## src/rtl/quad_pkg.sv

```systemverilog
// quad_pkg
//  Definitions shared by the quadrature encoder generator and the decoder, so that
//  both ends agree on which direction each Gray transition means.
//  STEP_0..STEP_3 : the four {A,B} states
//  quad_next      : one step forward  (00->01->11->10->00)
//  quad_prev      : one step reverse  (00->10->11->01->00)
//  gen_state_t    : generator FSM states
package quad_pkg;

    localparam logic [1:0] STEP_0 = 2'b00;
    localparam logic [1:0] STEP_1 = 2'b01;
    localparam logic [1:0] STEP_2 = 2'b10;
    localparam logic [1:0] STEP_3 = 2'b11;

    typedef enum logic {
        ST_IDLE = 1'b0,
        ST_RUN  = 1'b1
    } gen_state_t;

    function automatic logic [1:0] quad_next(input logic [1:0] s);
        case (s)
            STEP_0:  return STEP_1;
            STEP_1:  return STEP_3;
            STEP_3:  return STEP_2;
            default: return STEP_0;
        endcase
    endfunction

    function automatic logic [1:0] quad_prev(input logic [1:0] s);
        case (s)
            STEP_0:  return STEP_2;
            STEP_2:  return STEP_3;
            STEP_3:  return STEP_1;
            default: return STEP_0;
        endcase
    endfunction

endpackage

```

## src/rtl/quad_rate_timer.sv

```systemverilog
// quad_rate_timer
//  Loadable down-counter that paces quadrature steps.
//  clk      : system clock
//  reset    : asynchronous active-high clear
//  load     : load count with load_val (takes priority over counting)
//  load_val : value to load (cycles remaining minus one)
//  en       : count down while high; tick is only reported while enabled
//  tick     : high in the cycle the count sits at zero
module quad_rate_timer #(
    parameter int DIV_W = 16
) (
    input  logic             clk,
    input  logic             reset,
    input  logic             load,
    input  logic [DIV_W-1:0] load_val,
    input  logic             en,
    output logic             tick
);

    logic [DIV_W-1:0] count_reg;

    always_ff @(posedge clk or posedge reset) begin
        if (reset) begin
            count_reg <= '0;
        end else if (load) begin
            count_reg <= load_val;
        end else if (en && (count_reg != '0)) begin
            count_reg <= count_reg - DIV_W'(1);
        end
    end

    assign tick = en && (count_reg == '0);

endmodule

```

## src/rtl/quad_enc_gen.sv

```systemverilog
// quad_enc_gen
//  Quadrature encoder generator. Accepts a signed step command and emits that many
//  A/B Gray steps on enc, one every div clock cycles, while tracking position.
//  clk       : system clock
//  reset     : asynchronous active-high clear
//  cmd_valid : command offer; accepted when cmd_ready is also high
//  cmd_ready : high while idle
//  cmd_steps : signed step count (+ forward, - reverse)
//  cmd_div   : clock cycles per step, clamped up to MIN_DIV
//  abort     : stop a running command at the next edge
//  enc       : {A,B} quadrature output
//  pos       : signed running position, wraps modulo 2^CNT_W
//  busy      : high while a command is executing
//  done      : one-cycle pulse after a command completes or is aborted
module quad_enc_gen
    import quad_pkg::*;
#(
    parameter int CNT_W   = 16,
    parameter int DIV_W   = 16,
    parameter int MIN_DIV = 2
) (
    input  logic             clk,
    input  logic             reset,
    input  logic             cmd_valid,
    output logic             cmd_ready,
    input  logic [CNT_W-1:0] cmd_steps,
    input  logic [DIV_W-1:0] cmd_div,
    input  logic             abort,
    output logic [1:0]       enc,
    output logic [CNT_W-1:0] pos,
    output logic             busy,
    output logic             done
);

    gen_state_t       state_reg, state_next;
    logic [CNT_W-1:0] rem_reg;
    logic             dir_reg;      // 1 = reverse
    logic [DIV_W-1:0] div_reg;
    logic [1:0]       enc_reg;
    logic [CNT_W-1:0] pos_reg;
    logic             done_reg;

    logic             running;
    logic             accept;
    logic             cmd_zero;
    logic [CNT_W-1:0] cmd_abs;
    logic [DIV_W-1:0] div_clamped;
    logic             tick;
    logic             step;
    logic             last_step;
    logic             timer_load;
    logic [DIV_W-1:0] timer_val;

    assign running  = (state_reg == ST_RUN);
    assign accept   = cmd_valid && cmd_ready;
    assign cmd_zero = (cmd_steps == '0);
    // Unsigned magnitude: the most negative command maps to 2^(CNT_W-1).
    assign cmd_abs  = cmd_steps[CNT_W-1] ? (CNT_W'(0) - cmd_steps) : cmd_steps;
    assign div_clamped = (cmd_div < DIV_W'(MIN_DIV)) ? DIV_W'(MIN_DIV) : cmd_div;

    // abort wins over a step due on the same edge.
    assign step      = running && tick && !abort;
    assign last_step = step && (rem_reg == CNT_W'(1));

    // Only one of these can occur per cycle: accept needs IDLE, step needs RUN.
    assign timer_load = (accept && !cmd_zero) || step;
    assign timer_val  = accept ? (div_clamped - DIV_W'(1)) : (div_reg - DIV_W'(1));

    quad_rate_timer #(
        .DIV_W(DIV_W)
    ) u_timer (
        .clk      (clk),
        .reset    (reset),
        .load     (timer_load),
        .load_val (timer_val),
        .en       (running),
        .tick     (tick)
    );

    // FSM: state register
    always_ff @(posedge clk or posedge reset) begin
        if (reset) begin
            state_reg <= ST_IDLE;
        end else begin
            state_reg <= state_next;
        end
    end

    // FSM: next state
    always_comb begin
        state_next = state_reg;
        case (state_reg)
            ST_IDLE: if (accept && !cmd_zero) state_next = ST_RUN;
            ST_RUN:  if (abort || last_step)  state_next = ST_IDLE;
            default: state_next = ST_IDLE;
        endcase
    end

    // FSM: outputs
    always_comb begin
        cmd_ready = (state_reg == ST_IDLE);
        busy      = (state_reg == ST_RUN);
    end

    // Command latch, step datapath and done pulse
    always_ff @(posedge clk or posedge reset) begin
        if (reset) begin
            rem_reg  <= '0;
            dir_reg  <= 1'b0;
            div_reg  <= '0;
            enc_reg  <= STEP_0;
            pos_reg  <= '0;
            done_reg <= 1'b0;
        end else begin
            if (accept && !cmd_zero) begin
                rem_reg <= cmd_abs;
                dir_reg <= cmd_steps[CNT_W-1];
                div_reg <= div_clamped;
            end else if (step) begin
                rem_reg <= rem_reg - CNT_W'(1);
                enc_reg <= dir_reg ? quad_prev(enc_reg) : quad_next(enc_reg);
                pos_reg <= dir_reg ? (pos_reg - CNT_W'(1)) : (pos_reg + CNT_W'(1));
            end
            done_reg <= (accept && cmd_zero) || (running && abort) || last_step;
        end
    end

    assign enc  = enc_reg;
    assign pos  = pos_reg;
    assign done = done_reg;

endmodule

```

## config.mk

```make
export PLATFORM = sky130hd
export DESIGN_NAME = quad_enc_gen
export DESIGN_NICKNAME = d
export VERILOG_FILES = /design/src/rtl/quad_pkg.sv /design/src/rtl/quad_rate_timer.sv /design/src/rtl/quad_enc_gen.sv
export SDC_FILE = /design/constraint.sdc
export NUM_CORES = 1
export LEC_CHECK = 0
export ABC_CLOCK_PERIOD_IN_PS = 3500
export CAP_MARGIN = 20
export CORE_MARGIN = 5
export CORE_UTILIZATION = 47
export DETAILED_ROUTE_END_ITERATION = 10
export PLACE_DENSITY = 0.69
export SYNTH_ARGS = -nofsm -noshare
export SYNTH_HDL_FRONTEND = slang
export SYNTH_SLANG_ARGS = --single-unit
export TNS_END_PERCENT = 100
```

## constraint.sdc

```tcl
create_clock -name clk -period 3.5 [get_ports clk]
set_input_delay 0.7 -clock clk [delete_from_list [all_inputs] [get_ports clk]]
set_output_delay 0.7 -clock clk [all_outputs]
set_load 0.005 [all_outputs]
```

==> results_dict.tcl <==
set metrics [dict create \
    combinational_family_with_the_most_area_after_synthesis "simple AND/OR/NAND/NOR gates" \
    timing.setup.critical_path_class "in2reg" \
    flow.area_growth_from_synthesis_pct 24.2 \
    largest_net_degree_at_the_start_of_global_routing 70 \
    worst-slew-pin-transition_ns 0.902 \
    cellPowerDensity_nw_per_um2 479 \
    max-clock-path-buffers 2 \
    power.leakage_nw 2.61 \
    dr_total_vias 4364 \
    post-synth-top-area-cell "dfrtp_1" \
    numClockSinks 69 \
    synth_area_per_cell_um2 8.65 \
    drive_gt1_frac 0.131 \
    worst_slew_margin_rel 0.399 \
    crit_required_ns 3.73 \
    initial_utilization 0.479 \
    worst_ir_drop_on_vdd_v 0.000223 \
    synth-warning-count 0 \
    path_max_fanout 5 \
    grt_antenna_before_repair 0 \
    residual_overflow_from_global_routing 0 \
    synth_adder_area_share 0.0500 \
    fin_nets 707 \
    die_area_um2 12600 \
    place_worst_setup_slack_ns -0.267 \
    fillCellCount 891 \
    die_width_um 112 \
    worst-endpoint-arrival_ns 3.58 \
    chipHeight_um 112 \
    cts.clk_slew.worst_paths_ns 0.08 \
    grt_setup_unrepaired "no" \
    drt_pass1_iterations 5 \
    wl_um 12100 \
    synth.ff_latch_count 69 \
    finalCoreUtilization 0.595 \
    timing.critical_path.to_type "register" \
    hold_viol 0 \
    average_vias_per_placed_instance 5.50 \
    synth_area_um2 4900 \
    synth_async_sr_flop_share 1.00 \
    critPathTopFamily "simple AND/OR/NAND/NOR gates" \
    wl_per_cell_um 15.2 \
    dpl.hpwl_um 8960 \
    count_of_inserted_antenna_diode_cells 0 \
    max_transition_viols_final 0 \
    fin_crit_sh 0.956 \
    yosysMostFrequentCell "nand2_1" \
    worstPathBufferInverterCount 2 \
    critical_path_cell_sequence "clkdlybuf4s50_1, inv_1, ha_1, or4b_4, nor2b_4, a31oi_4, or3_4, nand2_4, ha_4, o21ai_1, or4_1, a31oi_1, a21oi_1" \
    io_buffers 56 \
    synth.cells.most_frequent "nand2_1 (103), dfrtp_1 (69), o21ai_0 (52)" \
    design.portCount 57 \
    route.antenna.remaining_nets 0 \
    core_region_area_um2 10200 \
    drv_cap 0 \
    startpoint_type "primary input" \
    fin_ws_ns 0.152 \
    cts.hold.buffers_added 0 \
    routabilityCongestion 0.868 \
    synth.mux.area_fraction 0.0620 \
    drc_errors 0 \
    worst_path_max_delay_cell "or4b_4" \
    finalSetupViolCount 0 \
    synth.area.top_cells "dfrtp_1 (35%), nand2_1 (7.9%), xnor2_1 (6.8%)" \
    cts_max_level 3 \
    initialDrtViolationCount 343 \
    yosys.area_share.xor_xnor 0.118 \
    first_global_vias 4435 \
    run_status "complete, no violations" \
    synth_compound_gate_area_share 0.145 \
    synthesis.instances 567 \
    synthesis.nets 622 \
    post-route-min-period_ns 3.35 \
    synth-edff-count 0 \
    fin_skew_ns 0.00625 \
    clk-insertion-delay-late_ns 0.36 \
    cts_tree "built" \
    global_route.usage.total 0.201 \
    grt_pass1_wl_um 21000 \
    min-delay-path-class "reg2reg" \
    synthSimpleGateAreaFrac 0.237 \
    synth.top_cell.area_share 0.352 \
    maximum_clock_rate_mhz 299 \
    floorplan_row_count 37 \
    ctsRootBufferMaster "clkbuf_8" \
    synth_flop_cell "dfrtp_1" \
    synthDistinctLibCells 63 \
    critPathMaxStageDelay_ns 0.50 \
    seq_area_frac_synth 0.352 \
    tritoncts.num_buffers 9 \
]
## repair_timing
action,CTS,global route
gates resized for setup,0,4
endpoints found under the setup margin,0,1
setup buffers,0,2
## area by class of cell
type / instances / area [um^2] / area share
inverter: 14 / 52.6 / 0.00863
tap: 136 / 170 / 0.0279
clock buffer: 11 / 151 / 0.0249
clock inverter: 5 / 58.8 / 0.00966
sequential: 69 / 1730 / 0.284
timing repair buffer: 99 / 908 / 0.149
multi-input combinational: 459 / 3020 / 0.496
## placed cells by master (no fill, tap or decap), drive strengths merged, types with 8 or more instances in the layout
master / netlist / routed
nand2: 103 / 103
dfrtp: 69 / 69
clkdlybuf4s50: 0 / 56
o21ai: 55 / 55
buf: 12 / 43
nor2: 38 / 38
xnor2: 38 / 38
xor2: 28 / 28
mux2i: 27 / 27
a21oi: 20 / 20
ha: 18 / 18
nor3: 17 / 17
nand3: 15 / 15
inv: 14 / 14
nand4: 12 / 12
clkbuf: 13 / 11
nor4: 8 / 8
## worst paths after layout
| path | start | end | slack, ns | cells after the start |
|---|---|---|---|---|
| max in group asynchronous | reset | rem_reg[12]$_DFFE_PP0N_ | 1.97 | 3 |
| hold / removal | pos[15]$_DFFE_PP0P_ | pos[15]$_DFFE_PP0P_ | 0.47 | 1 |
| setup reg to reg | u_timer.count_reg[7]$_DFFE_PP0P_ | u_timer.count_reg[12]$_DFFE_PP0P_ | 0.48 | 9 |
| min in group asynchronous | reset | pos[15]$_DFFE_PP0P_ | 0.93 | 3 |
| hold reg to reg | pos[15]$_DFFE_PP0P_ | pos[15]$_DFFE_PP0P_ | 0.47 | 1 |
| setup / recovery | cmd_steps[0] | u_timer.count_reg[12]$_DFFE_PP0P_ | 0.15 | 13 |
## cells by family (layout without fill, tap and decap cells)
family / after synthesis / count (layout)
flip-flops: 69 / 69
multiplexers: 30 / 30
XOR/XNOR: 66 / 66
buffers and inverters: 39 / 129
AO/OA/AOI/OAI: 113 / 113
adder cells (fa/ha/maj): 19 / 19
AND/OR/NAND/NOR: 231 / 231
## stage by stage
| step | cell area [um^2] | power (W) | cells | setup TNS (ns) | hold slack [ns] |
|---|---|---|---|---|---|
| after global routing | 6090 | 0.00312 | 793 | 0 | 0.510 |
| after global placement | 5840 | 0.00215 | 775 | -0.323 | 0.458 |
| after detailed placement | 5840 | 0.00219 | 775 | -0.936 | 0.462 |
| after floorplan | 4900 | 0.00184 | 567 | 0 | 0.445 |
| final | 6090 | 0.00292 | 793 | 0 | 0.475 |
| after CTS | 6050 | 0.00290 | 791 | 0 | 0.480 |
## layer usage
| metal | wire length, um | GRT usage |
|---|---|---|
| met5 | 0 | 0 |
| met4 | 179 | 0.0729 |
| met3 | 617 | 0.0361 |
| met2 | 5860 | 0.327 |
| met1 | 5420 | 0.270 |
## where the power goes
group	switching [W]	internal [W]	leakage, nW
logic	0.000560	0.000506	1.64
registers	0.000174	0.000970	0.867
clock network	0.000337	0.000368	0.102
## worst reg2reg max path, cell delays in order (launching register included)
cell     delay [ns]
dfrtp_1        0.44
or4_4          0.59
nor3_4         0.25
and4_1         0.34
buf_4          0.26
nor2_1         0.07
buf_4          0.18
or4_1          0.52
a31oi_1        0.17
a21oi_1        0.07
(Power assumes the default switching activity.)
==> RTL edit 1 (config.mk and constraints unchanged) <==
`DIV_W` is set to 16 in 2 places; all go to 20.
--- a/src/rtl/quad_rate_timer.sv
+++ b/src/rtl/quad_rate_timer.sv
@@ -7,7 +7,7 @@
 //  en       : count down while high; tick is only reported while enabled
 //  tick     : high in the cycle the count sits at zero
 module quad_rate_timer #(
-    parameter int DIV_W = 16
+    parameter int DIV_W = 20
 ) (
     input  logic             clk,
     input  logic             reset,
--- a/src/rtl/quad_enc_gen.sv
+++ b/src/rtl/quad_enc_gen.sv
@@ -16,7 +16,7 @@
     import quad_pkg::*;
 #(
     parameter int CNT_W   = 16,
-    parameter int DIV_W   = 16,
+    parameter int DIV_W   = 20,
     parameter int MIN_DIV = 2
 ) (
     input  logic             clk,
Ports: changed (resized cmd_div); port bits go from 57 to 61. No check against the original RTL was run, so the function may have changed too.
==> RTL edit 1 against the original RTL <==
Final cell count up 21%. Critical path depth increased by 1. Largest cell class unchanged. Via count up 28%. Routed wire length is 34% higher. Maximum frequency shrank 0.17%. Setup slack lost 5.7 ps. Design area is 23% higher. Global-route usage increased by 2.8 points. Power rose by 21%. Area after synthesis increased by 15%. Sequential cell count rose by 8.
==> RTL edit 1: results (changes against the original RTL) <==
Finish
The net count of the finished layout was 869 (+23%). The proportion of layout cells with a drive suffix above 1 was 19.8% (+6.7 points).

CTS
The clock transition at the registers of the reported paths is 60 ps (-20 ps). The root cell of the clock tree is sky130_fd_sc_hd__clkbuf_16. The clock latency on the worst-skew pair was 340 ps (-20 ps).

Global route
The global routing usage summed across all routing layers came to 22.9% (+2.8 points). The met2 layer usage reported by global route is 37.3% (+4.6 points). The first-pass GRT wire length is 26.8 mm (+27%).

The routing usage on met1 is 31.5% (+4.5 points). The maximum number of pins on one net before global-route repair is 36 (-49%). The fraction of met3 tracks used by global routing is 3.82% (+0.21 points).

Setup path
In this run the critical register-to-register path is launched from u_timer.count_reg[3]$_DFFE_PP0P_.

Pwr
The total combinational power is 1.35 mW (+26%). The worst voltage drop across the vdd grid was 0.000350 V (+57%). The switching component of the power was 1.31 mW (+22%). The power share of the clock group is 24.4% (+0.2 points).

Drt
The met1 layer wirelength in the final routing came to 7.34 mm (+36%). The total detailed-routing wirelength was 16.1 mm (+34%). The average vias per placed instance is 5.82 (+5.7%).

The violation count after the first detailed-routing iteration came to 374 (+9.0%). The met3 layer wire length in the routed design is 932 um (+51%).

Min path
The number of stages on the worst hold path is 2 (+1). In this run the most critical hold path is launched from div_reg[15]$_DFFE_PP0N_. The end point of the worst hold path is div_reg[15]$_DFFE_PP0N_.

Timing
The clock period minus worst slack was 3350 ps (+5.68 ps). The final setup skew is 6.53 ps (+0.283 ps). The measured slew at the worst slew-check pin is 773 ps (-128 ps).

Synthesis
The net count after synthesis is 723 (+16%). After synthesis, the cell types taking the most area are sky130_fd_sc_hd__dfrtp_1 34%, sky130_fd_sc_hd__nand2_1 8.0%, sky130_fd_sc_hd__mux2i_1 5.7%.

Place
The number of cells in the design after placement is 943 (+22%). The routability-driven placement congestion ratio is 0.889 (+2.4%). The instance area at placement is 0.00707 sq mm (+21%). The worst slack at placement came to -340 ps (-72.5 ps).

Outcome
The run finished with clean final reports.
-- RTL edit 1: changes by cell type in the layout (fill, tap and decap cells not counted), moves of 7 or more --
cell,change
sky130_fd_sc_hd__buf_4,+65
sky130_fd_sc_hd__clkbuf_16,+9
sky130_fd_sc_hd__clkbuf_8,-10
sky130_fd_sc_hd__dfrtp_1,+8
sky130_fd_sc_hd__dlymetal6s2s_1,+9
sky130_fd_sc_hd__nand2_1,+19
sky130_fd_sc_hd__nor3_1,+7
sky130_fd_sc_hd__nor4_1,+9
sky130_fd_sc_hd__nor4_2,+7
sky130_fd_sc_hd__or3_1,+10
sky130_fd_sc_hd__xnor2_1,-10
-- RTL edit 1: final cells by class --
cell class,instances,area (sq um)
Fill cell,1040,4430
Inverter,15,56.3
Sequential cell,77,1930
Timing Repair Buffer,167,1430
Multi-Input combinational cell,540,3620
Clock inverter,2,10.0
Tap cell,147,184
Clock buffer,13,250
-- RTL edit 1: how the worst max path moves through the flow --
| stage | from | end | cells past startpoint |
|---|---|---|---|
| CTS | cmd_steps[0] | u_timer.count_reg[16]$_DFFE_PP0P_ | 15 |
| floorplan | cmd_steps[0] | u_timer.count_reg[16]$_DFFE_PP0P_ | 14 |
| finish | cmd_div[4] | u_timer.count_reg[18]$_DFFE_PP0P_ | 14 |
| global route | cmd_steps[2] | rem_reg[15]$_DFFE_PP0N_ | 10 |
| detailed placement | cmd_steps[0] | u_timer.count_reg[12]$_DFFE_PP0P_ | 15 |
| global placement | cmd_steps[6] | u_timer.count_reg[16]$_DFFE_PP0P_ | 13 |
-- RTL edit 1: cell families after synthesis --
group / count (synthesis) / share of synthesized area [%]
and+or+nand+nor: 289 / 26.4
AOI/OAI and AO/OA: 145 / 17.3
DFF: 77 / 34.1
xor gates and xnor gates: 55 / 8.53
buffers and inverters: 47 / 3.70
muxes: 32 / 5.67
adders and majority gates: 19 / 4.34
-- RTL edit 1: critical path: stages --
cell and delay [ps]:
sky130_fd_sc_hd__clkdlybuf4s50_1 450, sky130_fd_sc_hd__nor4_2 290, sky130_fd_sc_hd__nand4_1 180, sky130_fd_sc_hd__nor4_2 320, sky130_fd_sc_hd__a221o_1 220, sky130_fd_sc_hd__and2_4 150, sky130_fd_sc_hd__ha_2 170, sky130_fd_sc_hd__inv_1 70
sky130_fd_sc_hd__a2111oi_4 300, sky130_fd_sc_hd__buf_4 190, sky130_fd_sc_hd__buf_4 130, sky130_fd_sc_hd__nand3_1 80, sky130_fd_sc_hd__xor2_1 160, sky130_fd_sc_hd__a21o_1 190
-- RTL edit 1: timing repair --
| item | CTS | global route |
|---|---|---|
| resized for setup | 1 | 30 |
| buffers inserted | 0 | 3 |
| pin swaps | 0 | 14 |
| endpoints found under the setup margin | 1 | 11 |
==> RTL edit 2 (config.mk and constraints unchanged) <==
Without the edit above. Register the input `cmd_div` before use, without a reset. The logic sees it one clock later. The other inputs are not delayed to match. Comments in the files are not updated.
--- a/src/rtl/quad_enc_gen.sv
+++ b/src/rtl/quad_enc_gen.sv
@@ -32,6 +32,12 @@
     output logic             done
 );
 
+    logic [DIV_W-1:0] cmd_div_q;
+
+    always_ff @(posedge clk) begin
+        cmd_div_q <= cmd_div;
+    end
+
     gen_state_t       state_reg, state_next;
     logic [CNT_W-1:0] rem_reg;
     logic             dir_reg;      // 1 = reverse
@@ -56,7 +62,7 @@
     assign cmd_zero = (cmd_steps == '0);
     // Unsigned magnitude: the most negative command maps to 2^(CNT_W-1).
     assign cmd_abs  = cmd_steps[CNT_W-1] ? (CNT_W'(0) - cmd_steps) : cmd_steps;
-    assign div_clamped = (cmd_div < DIV_W'(MIN_DIV)) ? DIV_W'(MIN_DIV) : cmd_div;
+    assign div_clamped = (cmd_div_q < DIV_W'(MIN_DIV)) ? DIV_W'(MIN_DIV) : cmd_div_q;
 
     // abort wins over a step due on the same edge.
     assign step      = running && tick && !abort;
Formal check against the unedited RTL: not equivalent (Yosys sat finds a counterexample within 4 cycles, from zero or initial values and one cycle with reset high).
==> RTL edit 2 against the original RTL <==
Utilization is 0.66 points higher. Design area is 6.2% higher. Routed wire length is 7.0% higher. Area after synthesis is 4.3% higher. Power is 6.6% higher. Sequential power is 17% higher. Sequential cell count is 16 higher. Clock power is 4.1% lower. Setup slack worse by 49 ps. Clock skew is 4.3 ps higher. Critical endpoint is now u_timer.count_reg[13]$_DFFE_PP0P_. Via count is 4.9% higher.
==> RTL edit 2: results (changes against the original RTL) <==
Drt
The violation count after the first detailed-routing iteration is 252 (-27%). The number of optimization iterations in the first detailed-route pass was 7 (+2). The count of vias placed by the detailed router was 4578 (+4.9%).

Timing
The final setup skew is 10.5 ps (+4.27 ps). The final worst-path cycle share is 97.0% (+1.4 points).

Synthesis
The parity-gate share of the synthesized area counting xor and xnor cells came to 10.3% (-1.5 points). By area the synthesized netlist is led by sky130_fd_sc_hd__dfrtp_1 34%, sky130_fd_sc_hd__nand2_1 8.0%, sky130_fd_sc_hd__xnor2_1 6.9%. The number of synthesized register bits is 85 (+23%). The net count after synthesis is 637 (+2.4%). Ranked by instance count, the synthesized netlist is headed by 109 x sky130_fd_sc_hd__nand2_1, 69 x sky130_fd_sc_hd__dfrtp_1, 40 x sky130_fd_sc_hd__xnor2_1. The number of cells produced by synthesis came to 582 (+2.6%). The multiplexer share of the synthesized area came to 4.19% (-2.0 points). The number of distinct standard cells referenced by the synthesized netlist was 62 (-1.6%). The area share of fa/ha/maj cells after synthesis came to 4.80% (-0.20 points).

Setup path
The startpoint of the lowest-slack register-to-register path is u_timer.count_reg[5]$_DFFE_PP0P_. The register-to-register setup slack is 200 ps (-280 ps). The critical-path maximum fanout came to 4 (-1). The worst setup path startpoint is cmd_steps[10].

Global route
The via count of the first global-routing pass is 4475 (+0.90%). The maximum number of pins on one net before global-route repair is 48 (-31%).

Place
The number of cells in the design after placement is 808 (+4.3%). The instance area at placement is 0.00623 sq mm (+6.6%).

Finish
The non-clock buffer area fraction after layout came to 15.8% (+0.87 points). The clock buffer count is 10 (-1). The proportion of layout cells with a drive suffix above 1 is 14.5% (+1.4 points). The net count of the finished layout is 738 (+4.4%).

Pwr
The switching share of power was 37.1% (+0.40 points). The worst voltage drop across the vdd grid was 0.000307 V (+37%).

Outcome
The run finished with clean final reports.
==> RTL edit 2: cell count changes in the layout (fill, tap and decap cells not counted), moves of 9 or more <==
cell and delta:
sky130_fd_sc_hd__buf_4 +17, sky130_fd_sc_hd__clkdlybuf4s50_1 -9, sky130_fd_sc_hd__dfxtp_1 +16, sky130_fd_sc_hd__mux2i_1 -9, sky130_fd_sc_hd__nand4_1 -10, sky130_fd_sc_hd__o21ai_0 -19, sky130_fd_sc_hd__o21ai_1 +14
==> RTL edit 2: layer usage <==
metal	wire length [um]	up-vias	track usage (%)	share of wire [%]
met2	6120	102	33.8	47
met4	271	0	7.84	2.1
li1	-	2257	-	-
met1	6110	2199	27.4	47
met5	0	-	0	0
met3	417	20	2.75	3.2
==> RTL edit 2: repair_timing <==
action | CTS | global route
gates cloned | 0 | 0
pin swaps | 10 | 8
setup buffers | 3 | 1
resized for setup | 19 | 4
endpoints found under the setup margin | 9 | 6
